## src/rtl/ssd_scan_driver_if.sv

```systemverilog
// Display-bus bundle between the lock status source and the seven-segment scan driver.
// The master side supplies codes and dp enables; the slave side drives the pin-level outputs.
interface ssd_scan_driver_if;
  logic [19:0] ssd_code;
  logic [3:0]  dp_mask;
  logic [6:0]  seg;
  logic        dp;
  logic [3:0]  an;
  logic        frame_start;

  modport master (output ssd_code, dp_mask, input seg, dp, an, frame_start);
  modport slave  (input ssd_code, dp_mask, output seg, dp, an, frame_start);
endinterface

```

## src/rtl/ssd_scan_driver.sv

```systemverilog
// 4-digit seven-segment scan driver: per-frame code latch, per-slot dead-time blanking,
// registered pins (1 cycle after counter state), no backpressure (free-running scan).
module ssd_scan_driver #(
  parameter int DIGIT_CYCLES = 50000,
  parameter int BLANK_CYCLES = 1000,
  parameter bit ACTIVE_LOW   = 1'b1
) (
  input  logic             clk,
  input  logic             rst,
  ssd_scan_driver_if.slave bus
);

  localparam int TW = (DIGIT_CYCLES > 1) ? $clog2(DIGIT_CYCLES) : 1;
  localparam logic [TW-1:0] TICK_LAST = TW'(DIGIT_CYCLES - 1);
  localparam logic [3:0] AN_OFF  = ACTIVE_LOW ? 4'hF  : 4'h0;
  localparam logic [6:0] SEG_OFF = ACTIVE_LOW ? 7'h7F : 7'h00;
  localparam logic       DP_OFF  = ACTIVE_LOW;

  logic [TW-1:0]   r_tick;
  logic [1:0]      r_digit;
  logic [3:0][4:0] r_frame_code;
  logic [3:0]      r_frame_dp;
  logic [3:0]      r_an;
  logic [6:0]      r_seg;
  logic            r_dp;
  logic            r_frame_start;

  logic [3:0][4:0] w_ssd;
  logic            w_latch;
  logic            w_blank;
  logic [4:0]      w_code;
  logic            w_dp_bit;

  function automatic logic [6:0] decode(input logic [4:0] code);
    case (code)
      5'h00: decode = 7'b1111110;
      5'h01: decode = 7'b0110000;
      5'h02: decode = 7'b1101101;
      5'h03: decode = 7'b1111001;
      5'h04: decode = 7'b0110011;
      5'h05: decode = 7'b1011011;
      5'h06: decode = 7'b1011111;
      5'h07: decode = 7'b1110000;
      5'h08: decode = 7'b1111111;
      5'h09: decode = 7'b1111011;
      5'h0A: decode = 7'b1110111;
      5'h0B: decode = 7'b0011111;
      5'h0C: decode = 7'b1001110;
      5'h0D: decode = 7'b0111101;
      5'h0E: decode = 7'b1001111;
      5'h0F: decode = 7'b1000111;
      5'h10: decode = 7'b0000000;
      5'h11: decode = 7'b0001110;
      5'h12: decode = 7'b0111101;
      5'h13: decode = 7'b1100111;
      5'h14: decode = 7'b0010101;
      default: decode = 7'b0000001;
    endcase
  endfunction

  assign w_ssd   = bus.ssd_code;
  assign w_latch = (r_digit == 2'd3) && (r_tick == '0);

  // In the latch cycle digit 3 shows the incoming code, so a new frame never starts stale.
  assign w_code   = w_latch ? w_ssd[3]       : r_frame_code[r_digit];
  assign w_dp_bit = w_latch ? bus.dp_mask[3] : r_frame_dp[r_digit];

  generate
    if (BLANK_CYCLES == 0) begin : g_no_blank
      assign w_blank = 1'b0;
    end else begin : g_blank
      assign w_blank = (r_tick < TW'(BLANK_CYCLES));
    end
  endgenerate

  always_ff @(posedge clk or posedge rst) begin
    if (rst) begin
      r_tick        <= '0;
      r_digit       <= 2'd3;
      r_frame_code  <= {4{5'h10}};
      r_frame_dp    <= 4'h0;
      r_an          <= AN_OFF;
      r_seg         <= SEG_OFF;
      r_dp          <= DP_OFF;
      r_frame_start <= 1'b0;
    end else begin
      r_frame_start <= w_latch;
      if (w_latch) begin
        r_frame_code <= w_ssd;
        r_frame_dp   <= bus.dp_mask;
      end

      // Digit index wraps 0 -> 3 through natural 2-bit underflow.
      if (r_tick == TICK_LAST) begin
        r_tick  <= '0;
        r_digit <= r_digit - 2'd1;
      end else begin
        r_tick <= r_tick + 1'b1;
      end

      // XOR against the idle level applies pin polarity to the logical pattern.
      if (w_blank) begin
        r_an  <= AN_OFF;
        r_seg <= SEG_OFF;
        r_dp  <= DP_OFF;
      end else begin
        r_an  <= AN_OFF ^ (4'd1 << r_digit);
        r_seg <= SEG_OFF ^ decode(w_code);
        r_dp  <= DP_OFF ^ w_dp_bit;
      end
    end
  end

  assign bus.an          = r_an;
  assign bus.seg         = r_seg;
  assign bus.dp          = r_dp;
  assign bus.frame_start = r_frame_start;

endmodule

```

## src/flat_wrapper.sv

```systemverilog
// flat-port wrapper written by rule: the top's interface ports become plain ports
module ssd_scan_driver_flat 
#(
  parameter int DIGIT_CYCLES = 50000,
  parameter int BLANK_CYCLES = 1000,
  parameter bit ACTIVE_LOW   = 1'b1
)
  (clk, rst, bus_ssd_code, bus_dp_mask, bus_seg, bus_dp, bus_an, bus_frame_start);
  ssd_scan_driver_if bus_i ();
  input  logic clk;
  input  logic rst;
  input wire logic [$bits(bus_i.ssd_code)-1:0] bus_ssd_code;
  input wire logic [$bits(bus_i.dp_mask)-1:0] bus_dp_mask;
  output wire logic [$bits(bus_i.seg)-1:0] bus_seg;
  output wire logic [$bits(bus_i.dp)-1:0] bus_dp;
  output wire logic [$bits(bus_i.an)-1:0] bus_an;
  output wire logic [$bits(bus_i.frame_start)-1:0] bus_frame_start;
  assign bus_i.ssd_code = bus_ssd_code;
  assign bus_i.dp_mask = bus_dp_mask;
  assign bus_seg = bus_i.seg;
  assign bus_dp = bus_i.dp;
  assign bus_an = bus_i.an;
  assign bus_frame_start = bus_i.frame_start;
  ssd_scan_driver #(.DIGIT_CYCLES(DIGIT_CYCLES), .BLANK_CYCLES(BLANK_CYCLES), .ACTIVE_LOW(ACTIVE_LOW)) u_core (.clk(clk), .rst(rst), .bus(bus_i));
endmodule
```

## config.mk

```make
export PLATFORM = sky130hd
export DESIGN_NAME = ssd_scan_driver_flat
export DESIGN_NICKNAME = d
export VERILOG_FILES = /design/src/rtl/ssd_scan_driver_if.sv /design/src/rtl/ssd_scan_driver.sv /design/src/flat_wrapper.sv
export SDC_FILE = /design/constraint.sdc
export NUM_CORES = 1
export LEC_CHECK = 0
export CELL_PAD_IN_SITES_DETAIL_PLACEMENT = 0
export CELL_PAD_IN_SITES_GLOBAL_PLACEMENT = 1
export CORE_MARGIN = 2
export CORE_UTILIZATION = 29
export DETAILED_ROUTE_END_ITERATION = 10
export PLACE_DENSITY_LB_ADDON = 0.1
export SYNTH_ARGS = -nofsm -noshare
export SYNTH_HDL_FRONTEND = slang
export SYNTH_SLANG_ARGS = --single-unit
export TNS_END_PERCENT = 50
```

## constraint.sdc

```tcl
create_clock -name clk -period 3.87 [get_ports clk]
set_clock_uncertainty 0.05 [all_clocks]
set_input_delay 0.774 -clock clk [delete_from_list [all_inputs] [get_ports clk]]
set_output_delay 0.774 -clock clk [all_outputs]
set_load 0.01 [all_outputs]
```

Word level (Yosys, flattened, before mapping)
Memory sizes are Yosys's and may differ from the RTL's.
Cells that the tools add are included.
W data, S select, Z words.
{"block": "totals", "wordCells": 35, "n_memories": 1, "romBits": 224, "input_bits": 26, "output_inout_bits": 13, "register_bits": 55}
{"block": "op_classes", "shift": 1, "reduce_logical": 2, "mux": 11, "add_sub_neg": 2, "bitwise": 3, "order_cmp": 2, "n_eq_ne": 2}
{"name": "(no name shown)", "depth": 32, "word_bits": 7, "rd": 1, "rd_ports_with_merged_regs": 0, "wr": 0, "line_no": "ssd_scan_driver.sv:35", "source": "case (code)"}
{"operator": "$add A16 B1 Y16 const B", "count": 1}
{"operator": "$eq A16 B16 Y1 const B", "count": 1}
{"operator": "$logic_not A16 Y1", "count": 1}
{"operator": "$lt A16 B10 Y1 const B", "count": 1}
{"operator": "$mux W16", "count": 1}
{"operator": "$mux W7", "count": 2}
{"operator": "$bmux W5 S2", "count": 1}
{"operator": "$mux W5", "count": 2}
{"operator": "$not A7 Y7", "count": 1}
{"operator": "$mux W4", "count": 1}
{"operator": "$not A4 Y4", "count": 1}
{"operator": "$shl A1 B2 Y4 const A", "count": 1}
{"operator": "$lt A2 B3 Y1 const B", "count": 1}
{"operator": "$mux W1", "count": 3}
{"operator": "$bmux W1 S2", "count": 1}
{"operator": "$eq A2 B2 Y1 const B", "count": 1}
{"operator": "$sub A2 B1 Y2 const B", "count": 1}
{"operator": "$logic_and A1 B1 Y1", "count": 1}
{"operator": "$not A1 Y1", "count": 1}

Depth between registers and ports, before layout
Gate-level depths: netlist (run 1).
An unclocked memory read counts as a cell.
{"block": "logic_depth", "ltp_word": 7, "ltp_mapped": 14}

Worst setup path after synthesis (run 1)
No wires, ideal clock.
{"block": "synth_path", "kind": "register -> register", "from": "register u_core.r_tick[11]", "to": "register u_core.r_seg[6] (netlist: u_core.bus.seg[6])", "synth_period_minus_slack_ps": 2928, "setup_ps": 79, "path_stages_with_launch": 10, "setup_slack_ps": 942, "arrival_ps": 2799, "path_buffers": 1, "path_cell_list": "dfrtp_1 > or4_4 > nor4_4 > nand2_1 > clkbuf_8 > mux2i_1 > inv_1 > ha_1 > or3_1 > o211a_1"}
{"block": "synth_between", "elab_chain_len": 7, "word_cells_on_any_way": 8, "cone_classes": "order compare: 1; mux: 3; bitwise: 1; reduce/logical: 2; memory: 1"}
{"item": "start: declaration", "line_no": "ssd_scan_driver.sv:19", "source": "logic [TW-1:0] r_tick;"}
{"item": "start signal: assignment", "line_no": "ssd_scan_driver.sv:98", "source": "r_tick <= r_tick + 1'b1;"}
{"item": "$logic_not A16 Y1", "line_no": "ssd_scan_driver.sv:62", "source": "assign w_latch = (r_digit == 2'd3) && (r_tick == '0);"}
{"item": "$logic_and A1 B1 Y1", "line_no": "ssd_scan_driver.sv:62"}
{"item": "$mux W5", "line_no": "ssd_scan_driver.sv:65", "source": "assign w_code = w_latch ? w_ssd[3] : r_frame_code[r_digit];"}
{"item": "$mem_v2 Z32 W7"}
{"item": "$mux W7", "line_no": "ssd_scan_driver.sv:102", "source": "if (w_blank) begin"}
{"item": "$not A7 Y7 (no line)"}
{"item": "$mux W7 (*)", "line_no": "ssd_scan_driver.sv:102"}
{"item": "end signal: assignment", "line_no": "ssd_scan_driver.sv:108", "source": "r_seg <= SEG_OFF ^ decode(w_code);"}
{"item": "end: declaration", "line_no": "ssd_scan_driver.sv:24", "source": "logic [6:0] r_seg;"}
Mark *: on every way between the ends. The rest lies on a longest branch, timed or not. The select of a mux whose other input is x is not followed.
A chain may end at the register's enable or synchronous reset.

Worst setup path after layout (run 1)
{"block": "layout_path", "from": "register u_core.r_digit[0]", "to": "register u_core.r_seg[6] (netlist: u_core.bus.seg[6])"}
{"block": "layout_between", "elab_chain_len": 7, "word_cells_on_any_way": 9, "cone_classes": "eq/ne: 1; mux: 5; bitwise: 1; reduce/logical: 1; memory: 1"}
{"item": "start: declaration", "line_no": "ssd_scan_driver.sv:20", "source": "logic [1:0] r_digit;"}
{"item": "start signal: assignment", "line_no": "ssd_scan_driver.sv:96", "source": "r_digit <= r_digit - 2'd1;"}
{"item": "$bmux W5 S2 / $eq A2 B2 Y1 (equally long branches)", "line_no": "ssd_scan_driver.sv:65, ssd_scan_driver.sv:62"}
{"item": "$mux W5 (not written as such) / $logic_and A1 B1 Y1 (equally long branches)", "line_no": "ssd_scan_driver.sv:65, ssd_scan_driver.sv:62"}
{"item": "$mux W5 (*)", "line_no": "ssd_scan_driver.sv:65"}
{"item": "$mem_v2 Z32 W7 (*)"}
{"item": "$mux W7 (*)", "line_no": "ssd_scan_driver.sv:102"}
{"item": "$not A7 Y7 (no line) (*)"}
{"item": "$mux W7 (*)", "line_no": "ssd_scan_driver.sv:102"}
Marks and branches as above.

==> results of run 1 <==
## routing by layer
| metal | vias to the layer above | GRT usage, % | share of wire, % |
|---|---|---|---|
| met5 | - | 0 | 0 |
| met1 | 1129 | 19.6 | 52 |
| met4 | 0 | 3.99 | 1.3 |
| met2 | 48 | 20.5 | 44 |
| li1 | 1137 | - | - |
| met3 | 7 | 2.08 | 2.8 |
## layout by cell type (no fill, tap or decap), types with 4 or more instances in the layout
| cell type | synthesis | routed |
|---|---|---|
| nand2_1 | 86 | 86 |
| clkdlybuf4s50_1 | 0 | 38 |
| dfrtp_1 | 37 | 37 |
| nor2_1 | 21 | 21 |
| dfstp_2 | 18 | 18 |
| a21oi_1 | 14 | 14 |
| inv_1 | 14 | 13 |
| ha_1 | 13 | 13 |
| nand3_1 | 10 | 10 |
| xor2_1 | 8 | 8 |
| xnor2_1 | 8 | 8 |
| o21ai_0 | 7 | 7 |
| nand4_1 | 7 | 7 |
| clkbuf_8 | 4 | 6 |
| mux4_2 | 5 | 5 |
| buf_4 | 0 | 5 |
| and3_1 | 4 | 4 |
| nor3_1 | 4 | 4 |
| a211oi_1 | 4 | 4 |
## power by group
part           switching (mW)  internal (mW)
logic                  0.0182         0.0241
registers                   0          0.575
clock network           0.196          0.210
## worst min path at each step
stage | start | to | slack [ns] | cells after the start
6_report | u_core.r_frame_code[14] | u_core.r_frame_code[14] | 0.41 | 2
2_1_floorplan | u_core.r_frame_code[9] | u_core.r_frame_code[9] | 0.38 | 2
3_5_place_dp | u_core.r_frame_code[4] | u_core.r_frame_code[4] | 0.39 | 2
3_3_place_gp | u_core.r_frame_code[14] | u_core.r_frame_code[14] | 0.39 | 2
4_1_cts | u_core.r_frame_code[4] | u_core.r_frame_code[4] | 0.41 | 2
5_1_grt | u_core.r_frame_code[14] | u_core.r_frame_code[14] | 0.44 | 2
## cells by family (layout without fill, tap and decap cells)
family,after synthesis,count (layout),synth area share [%]
buffers and inverters,29,65,6.33
flip-flops,55,55,46.0
XOR/XNOR,16,16,4.61
multiplexers,9,9,5.55
adder cells (fa/ha/maj),13,13,5.35
AND/OR/NAND/NOR,147,147,22.1
AO/OA/AOI/OAI,46,46,10.1
## metrics by stage
step | hold slack (ns) | worst slack, ns | cell area, µm² | power, mW | instances
after detailed placement | 0.394 | 0.630 | 3490 | 0.629 | 479
after CTS | 0.409 | 0.585 | 3610 | 1.04 | 487
after global placement | 0.394 | 0.703 | 3490 | 0.629 | 479
final | 0.407 | 0.603 | 3610 | 1.02 | 487
after floorplan | 0.381 | 0.942 | 3040 | 0.596 | 315
after global routing | 0.444 | 0.377 | 3610 | 1.06 | 487
## registers in the layout, summed over array words and instances (netlist names)
name                    count
u_core.r_frame_dp           4
u_core.r_tick              16
u_core.bus.dp               1
u_core.bus.an               4
u_core.r_frame_code        20
u_core.bus.frame_start      1
u_core.bus.seg              7
u_core.r_digit              2
## critical path: cells and delay by family, from the launching register on
family                   cells  cell delay [ns]
AO/OA/AOI/OAI                1             0.13
adder cells (fa/ha/maj)      2             0.50
buffers and inverters        1             0.17
flip-flops                   1             0.71
multiplexers                 1             0.45
AND/OR/NAND/NOR              4             1.19
## final cells by class
type	count	area share (%)
inverter	14	1.46
clock buffer	6	2.29
multi-input combinational	231	40.2
tap	136	4.72
timing repair buffer	43	11.6
sequential	55	38.8
clock inverter	2	0.971
==> results list, run 1 <==
- Clock-pin slew was measured on the worst setup and hold paths at 0.11 ns.
- Number of standard-cell rows in the floorplan: 37
- Clock tree from TritonCTS: yes
- Max clock buf depth: 2
- The most common cell in the synthesized netlist is nand2_1.
- After routing, the total negative slack on setup checks comes to 0 ns.
* Overall die area: 11,300 µm²
- End point of the critical path: u_core.bus.seg[6]
* Yosys warning total: 0
* Commonest cells post-synth: 86 x nand2_1, 37 x dfrtp_1, 21 x nor2_1, 18 x dfstp_2
- Area taken by flip-flops and latches: 1400 µm²
* Sequential share of the synthesized area: 46.0%
- The average instance in the mapped netlist occupies 9.66 µm².
- Share of the clock period used by the worst path: 84.4%
* Starting density of the core: 29.6%
- After synthesis, the share of flip-flops with an asynchronous set or reset is 100%.
- Synthesis inferred 55 register bits.
- STA classifies the critical path startpoint as a register.
* Least-Margin Pin Slew: 0.973 ns
* Setup violation total in the final timing report: 0
- Ratio of routed vias to standard cells: 4.77
- In the global route stage, overall resource usage came out at 13.4%.
- RR Startpoint: u_core.r_digit[0]
- Hold Violations, Final: 0
- Along the worst path, the maximum fanout reaches 9.
- Clock root buffer master: clkbuf_8
* Core Box Area: 10,300 µm²
- Counting stages on the worst path, the most repeated cell is ha_1.
- In the final routed layout, each cell accounts on average for 15.1 µm.
- Counting the fill cells in the layout gives 1,084.
- Measured along the y axis, the die boundary spans 106 µm.
* Boundary Pins: 39
* Max Freq: 0.306 GHz
- On the critical path, the stage with the largest delay is an instance of dfstp_2.
* Yosys cell types: 47
* Number of vias after detailed routing: 2,321
* Total count of max-transition violations in the final report: 0
- Post-synthesis cell area: 3040 µm²
- The number of nets handed over by synthesis was 354.
- Compared with the post-synthesis result, the final layout area differs by 18.6%.
* Max IR drop VDD: 0.130 mV
* CP Data Required Time: 4.07 ns
- The setup path with the least slack is of type register to register.
- STA classifies the critical path endpoint as a register.
- Antenna violations before repair: 0
* Final core utilization: 35.1%
- Post-synth top area share: 30.4%
- Power per Cell Area: 284 nW/µm²
* Insertion delay to the later sink of the worst-skew pair: 0.31 ns
- The multi-input combinational cells in the finished layout cover a total of 1450 µm².
- Traced cell by cell, the critical path runs through ha_1 > nor3b_1 > and3_1 > nand2_1 > mux2i_1 > inv_1 > ha_1 > or3_1 > o211a_1.
- Counting cells, the worst reg-to-reg path comes to 9.
- In this run the remaining antenna-violating nets after routing total 0.
- Slew HR: 35.1%
- Count of mapped cells out of synthesis: 315
- In this run the number of H-tree levels came out at 2.
* Cell accounting for the most synthesized area: dfrtp_1
* DR iter-0 viols: 100
- Setup repair after global routing left no endpoint under its margin.
- The worst register-to-register path has a setup slack of 0.60 ns.
- Proportion of layout cells with a drive suffix above 1: 13.4%
- Reg2Reg Capture Point: u_core.bus.seg[6]
- Number of design rule violations left after detail routing: 0
- RD Place Congestion: 0.825
- Diodes inserted: 0
- In this design, the stage delay of the slowest critical-path cell is 0.71 ns.
* Aggregate routed wire length: 7340 µm
- Result of the run: complete, no violations
- Summed over all layers, the global routing overflow is 0.
- Number of iterations in the first detailed-routing pass: 4
- Clock sink total: 55
- In this run the horizontal extent of the chip is 106 µm.
- Tracing the worst setup path back leads to its startpoint at u_core.r_digit[0].
* DP Wirelength: 5300 µm
- Max-cap violations: 0
- Wire length of the first global-routing pass: 12,000 µm
- Arrival time at the worst endpoint: 3.47 ns
* Vias in the first global route: 2,237
* Pin count of the biggest net entering global routing: 46
- By area the synthesized netlist is led by dfrtp_1 30%, dfstp_2 16%, nand2_1 11%.
- Once the clock tree was built, the setup fixing pass inserted 0 buffers.
* # nets final: 389
- Cts bufs inserted: 5
- The count of buffers added on input and output ports is 38.
* Top_reg_cell synth: dfrtp_1
- Number of enable-type register cells in the synthesized netlist: 0
* PostCTS Resize Cnt: 0
- The number of hold buffers added after CTS was 0.
* Leakage power figure: 1.48 nW
- The tightest min-delay check is of the register to register type.
- Fin crit period: 3.27 ns
Power figures use the tool's default switching activity.
==> run 2: changes to the inputs <==
Clock period 3.87 ns to 3.2 ns, I/O delays scaled along.
==> run 2 against run 1 <==
  * Via count decreased by 0.13%
  * Design area up 0.76%
  * Sequential share of layout area decreased by 0.29 points
  * Critical path depth unchanged
  * Maximum frequency increased by 14%
  * Clock-buffer cell count is the same
  * Core utilization up 0.27 points
  * Non-clock buffer count is 8 higher
  * Highest routed layer unchanged
==> results list, run 2 (same netlist as run 1, synthesis figures left out) <==
- Result of the run: complete, no violations
- Crit path kind: register to register
- The number of max-slew violations in the final report was 0.
* Hold Crit Start: u_core.r_frame_code[14]
* Element type at the critical path start: register
- Number of standard-cell rows in the floorplan: 37
* Share of the clock period used by the worst path: 89.5%
- RR Startpoint: u_core.r_tick[11]
- Internal cell power: 0.880 mW
- Arrival time at the worst endpoint: 3.05 ns
* CP Data Required Time: 3.39 ns
* H-Tree Depth: 2
* Clock root buffer master: clkbuf_8
- Proportion of layout cells with a drive suffix above 1: 15.0%
- Setup slack on the worst reg-to-reg path comes out at 0.34 ns.
* Number of iterations in the first detailed-routing pass: 4
- Counting I/O delays and the setup requirement, the final critical path takes 2.86 ns.
* Total Neg Setup Slack: 0 ns
- Max-cap violations in this run came to 0.
- In this run the power density over the cells is 311 nW/µm².
* Vias in the first global route: 2,322
- The initial antenna violation count was 0.
- Setup repair after global routing left no endpoint under its margin.
- Cts bufs inserted: 5
- The count of final hold-check violations came to 0.
- Most used cells in the layout excluding fill and tap cells: 86 x nand2_1, 38 x clkdlybuf4s50_1, 37 x dfrtp_1
* # nets final: 397
- Buffers added to address setup during post-CTS repair amount to 0.
* Max IR drop VDD: 0.191 mV
- Grt ovf: 0
* Total chip power: 1.13 mW
* Starting density of the core: 29.6%
* Insertion delay to the later sink of the worst-skew pair: 0.31 ns
* Reg2reg path depth: 9
* Count of hold buffers inserted by post-cts repair: 0
- The floorplan step set the die width to 106 µm.
* Max Freq: 0.349 GHz
- Clock-pin slew was measured on the worst setup and hold paths at 0.10 ns.
- Setup violation total in the final timing report: 0
- Least-Margin Pin Slew: 0.545 ns
- In this run the power spent charging and discharging nets is 0.253 mW.
- Number of vias after detailed routing: 2,318
* Combinational cell fraction of total power: 4.6%
- Clock share of power: 33.9%
* Most common cell after layout, fill and taps aside: nand2_1
- Headroom to the max-slew limit came out at 63.2%.
* DP Wirelength: 5370 µm
- The worst register-to-register path ends at u_core.bus.seg[1].
- Wires add up to 7060 µm.
* Clock sink total: 55
- Clock tree from TritonCTS: yes
- Average wire per standard cell: 14.3 µm
- Top register by number of flip-flops: u_core.r_frame_code
- End point of the most critical hold path: u_core.r_frame_code[14]
* Overall die area: 11,300 µm²
* Endpoint type of the worst setup path: register
- Counting along the longest clock path gives a buffer depth of 2.
- The congestion estimate from routability-driven global placement came to 0.847.
- Ratio of routed vias to standard cells: 4.68
- The worst hold path passes through 2 cells.
* Number of design rule violations left after detail routing: 0
- Port buffering added 38 buffers.
- 0 antenna diodes ended up in the layout.
- GRT Util Overall: 13.2%
* Post-Place Setup Slack: 0.276 ns
* Area occupied by multi-input gates: 1450 µm²
- In this run the worst path has a maximum fanout of 8.
- DR iter-0 viols: 54
- Entering global routing, the biggest net connects 29 pins.
* Worst hold-check path type: register to register
- Leakage power figure: 1.50 nW
* Synth-to-layout area growth: 19.5%
- Registers are responsible for 61.5% of the overall power.
- Boundary Pins: 39
* Wire length of the first global-routing pass: 11,800 µm
- The register with the most flip-flops in the layout has 20 of them.
- Once the clock tree was built, the resizer swapped 0 gates to a different size.
- In this run the vertical extent of the chip is 106 µm.
- The layout has 1,085 filler cells.
- In the final layout, flip-flops and latches occupy 1400 µm².
- Core Box Area: 10,300 µm²
* Final Worst Setup Slack: 0.337 ns
- Post-DRT Antenna Nets: 0
* Fraction of power spent switching nets: 22.3%
==> run 2: per-layer routing <==
| layer | share of wire, % | wire, µm | up-vias | GRT usage [%] |
|---|---|---|---|---|
| li1 | - | - | 1150 | - |
| met4 | 2.3 | 165 | 0 | 5.47 |
| met2 | 43 | 3050 | 69 | 20.1 |
| met3 | 5.0 | 356 | 16 | 2.21 |
| met5 | 0 | 0 | - | 0 |
| met1 | 49 | 3490 | 1083 | 18.7 |
==> run 2: power groups by stage <==
stage,combinational (mW),clock [mW],sequential (mW)
final,0.0524,0.384,0.696
after global routing,0.0583,0.427,0.696
after floorplan,0.0126,0,0.708
after detailed placement,0.0538,0,0.708
after CTS,0.0542,0.404,0.696
after global placement,0.0541,0,0.708
==> run 2: worst max-delay path, cell delays in order (launching register included) <==
cell and delay (ns):
dfrtp_1 0.45, or4_4 0.58, or4_4 0.51, o21ai_1 0.20, nand2_1 0.16, inv_1 0.15, ha_1 0.24, a21boi_0 0.18
o21ai_0 0.10, a31oi_1 0.17
==> run 2: how the worst max path moves through the flow <==
stage	start	to	slack, ns	depth (start not counted)
floorplan	u_core.r_tick[11]	u_core.bus.seg[6]	0.27	9
global placement	u_core.r_tick[11]	u_core.bus.seg[1]	0.32	9
detailed placement	u_core.r_tick[11]	u_core.bus.seg[3]	0.28	8
CTS	u_core.r_tick[11]	u_core.bus.seg[1]	0.25	9
global route	u_core.r_tick[11]	u_core.bus.seg[1]	0.01	9
finish	u_core.r_tick[11]	u_core.bus.seg[1]	0.34	9
==> run 2: area by class of cell <==
class | instances | share of cell area, %
inverters | 14 | 1.45
repair buffers | 51 | 13.1
clock inverters | 2 | 0.344
clock buffers | 6 | 2.00
multi-input cells | 231 | 39.9
well taps | 136 | 4.68
flip-flops and latches | 55 | 38.5
==> run 2: metrics by stage <==
step / cell area, µm² / util (%) / hold slack [ns] / std cells
final: 3640 / 35.4 / 0.404 / 495
after CTS: 3640 / 35.4 / 0.408 / 495
after global placement: 3550 / 34.6 / 0.392 / 487
after detailed placement: 3550 / 34.6 / 0.393 / 487
after global routing: 3640 / 35.4 / 0.421 / 495
after floorplan: 3040 / - / 0.381 / 315
==> run 3: changes to the inputs <==
Settings changed: CORE_ASPECT_RATIO set to 1.1.
==> run 3 against run 2 <==
  * Non-clock buffer count down 1
  * Core utilization up 0.53 points
  * Sequential share of layout area down 0.64 points
  * Largest cell class unchanged
  * Largest power group unchanged
==> results list, run 3 (same netlist as run 1, synthesis figures left out) <==
- Leakage power figure: 1.52 nW
- Share of the clock period used by the worst path: 92.2%
* Post-DRT Antenna Nets: 0
* Insertion delay to the later sink of the worst-skew pair: 0.30 ns
* # nets final: 396
- The count of final hold-check violations was 0.
- Core Box Area: 10,300 µm²
* Clock sink total: 55
* Setup violation total in the final timing report: 0
- The critical path is of the register to register type.
- Average wire per standard cell: 14.6 µm
* Most common cell after layout, fill and taps aside: nand2_1
- H-Tree Depth: 2
- Detailed placement finished with a half-perimeter wire length of 5400 µm.
- For the pin with the worst max-slew slack, the measured transition is 0.598 ns.
- Result of the run: complete, no violations
- Combinational logic is responsible for 4.0% of the overall power.
- Clock tree from TritonCTS: yes
- Leaving out fill and tap cells, the most frequent cells in the layout are 86 x nand2_1, 38 x clkdlybuf4s50_1, 37 x dfrtp_1.
- The total overflow left after global routing is 0.
- Clock share of power: 42.8%
* RD Place Congestion: 0.824
- Clock root buffer master: clkbuf_16
* Number of iterations in the first detailed-routing pass: 4
- The number of max-slew violations in the final report came to 0.
- Vias in the first global route: 2,341
* Fin crit period: 2.95 ns
* Max clock buf depth: 2
- Net switching is 22.0% of the power.
- The design draws 1.31 mW.
- The tightest min-delay check is of the register to register type.
- Layout filler cell count: 1,065
- Hold is met by 0.405 ns.
- Setup repair after global routing left no endpoint under its margin.
- Number of standard-cell rows in the floorplan: 39
- Top register by number of flip-flops: u_core.r_frame_code
- Pin count of the biggest net entering global routing: 29
* CP Data Required Time: 3.38 ns
- The worst setup path is launched from a register.
- Switching component of the power: 0.288 mW
* Final Worst Setup Slack: 0.249 ns
- Internal cell power: 1.02 mW
- In the final timing run, aggregate negative setup slack is 0 ns.
- For this design the top-level I/O count stands at 39.
* Number of flip-flops under the largest register name: 20
- GRT Util Overall: 13.7%
- At the worst endpoint, the arrival time is 3.13 ns.
- Power spread over the standard cell area amounts to 354 nW/µm².
- CP Max Fanout: 8
- During placement, the flow inserted port buffers numbering 38.
- For this configuration, the core starts out at a cell density of 29.6%.
* Aggregate routed wire length: 7320 µm
- After clock tree synthesis, the flow added hold-fix buffers numbering 0.
- Clock-pin slew was measured on the worst setup and hold paths at 0.07 ns.
* Proportion of layout cells with a drive suffix above 1: 14.8%
- The routed layout has 2,319 vias.
* Placement-stage cell area: 3550 µm²
- Compared with the post-synthesis result, the final layout area differs by 21.5%.
- Final cell area excluding filler cells: 3700 µm²
* Portion of total power attributed to sequential cells: 53.2%
- Dividing the detail-routed via count by the number of cells gives 4.63.
* Die height: 111 µm
- Overall die area: 11,300 µm²
- Max-cap violations in this run came to 0.
- For this run, design rule violations remaining after detail routing come to 0.
- DR iter-0 viols: 64
- Max Freq: 0.339 GHz
* Width of the die: 102 µm
* Cts bufs inserted: 5
- Max IR drop VDD: 0.186 mV
- Antenna violations before repair: 0
- Endpoint type of the worst setup path: register
* Wire length of the first global-routing pass: 12,000 µm
- Post-Place Setup Slack: 0.218 ns
- Slew HR: 60.0%
- The repair_antennas step left the layout with diodes totalling 0.
-- run 3: cell count changes in the layout (fill, tap and decap cells not counted) --
cell	before	now
clkbuf_16	0	5
buf_4	13	12
clkinv_2	1	0
clkbuf_8	5	0
inv_6	0	1
-- run 3: area by class of cell --
cell class                      instances  area (µm²)  area share, %
Clock buffer                            6         129           3.49
Multi-Input combinational cell        231        1450           39.3
Tap cell                              143         179           4.84
Sequential cell                        55        1400           37.8
Inverter                               14        52.6           1.42
Clock inverter                          2        16.3          0.440
Timing Repair Buffer                   50         470           12.7
-- run 3: worst paths after layout --
| path | start | to | slack, ns | depth (start not counted) |
|---|---|---|---|---|
| setup / recovery | u_core.r_tick[11] | u_core.bus.seg[1] | 0.25 | 9 |
| hold / removal | u_core.r_frame_code[14] | u_core.r_frame_code[14] | 0.41 | 2 |
| setup reg to reg | u_core.r_tick[11] | u_core.bus.seg[1] | 0.25 | 9 |
| hold reg to reg | u_core.r_frame_code[14] | u_core.r_frame_code[14] | 0.41 | 2 |
| max in group asynchronous | rst | u_core.bus.an[1] | 1.67 | 3 |
| min in group asynchronous | rst | u_core.r_frame_code[3] | 0.67 | 2 |
-- run 3: power by group through the flow --
| stage | Combinational, mW | Clock (mW) | Sequential [mW] |
|---|---|---|---|
| 6_report | 0.0523 | 0.560 | 0.696 |
| 3_5_place_dp | 0.0540 | 0 | 0.708 |
| 2_1_floorplan | 0.0126 | 0 | 0.708 |
| 4_1_cts | 0.0543 | 0.583 | 0.696 |
| 3_3_place_gp | 0.0542 | 0 | 0.708 |
| 5_1_grt | 0.0580 | 0.612 | 0.696 |
-- run 3: routing by layer --
layer | wire, µm | vias up | track usage, % | share of wire (%)
li1 | - | 1156 | - | -
met1 | 3420 | 1104 | 17.9 | 47
met2 | 3490 | 48 | 22.0 | 48
met3 | 238 | 11 | 3.01 | 3.3
met4 | 176 | 0 | 5.23 | 2.4
met5 | 0 | - | 0 | 0
-- run 3: stage by stage --
step                      utilization (%)  std cells
final                                35.9        501
after global routing                 35.9        501
after CTS                            35.9        501
after detailed placement             34.5        493
after global placement               34.5        493
after floorplan                         -        315
-- run 3: repair_timing --
| action | in CTS | in global routing |
|---|---|---|
| setup endpoints to repair | 0 | 1 |
| buffers inserted | 0 | 0 |
| gates resized for setup | 0 | 1 |
-- run 3: worst max-delay path, stage by stage (launching register included) --
cell and delay [ns]:
dfrtp_1 0.44, or4_4 0.59, or4_4 0.51, o21ai_1 0.21
nand2_1 0.18, inv_1 0.16, ha_1 0.24, a21boi_0 0.21
o21ai_0 0.12, a31oi_1 0.18
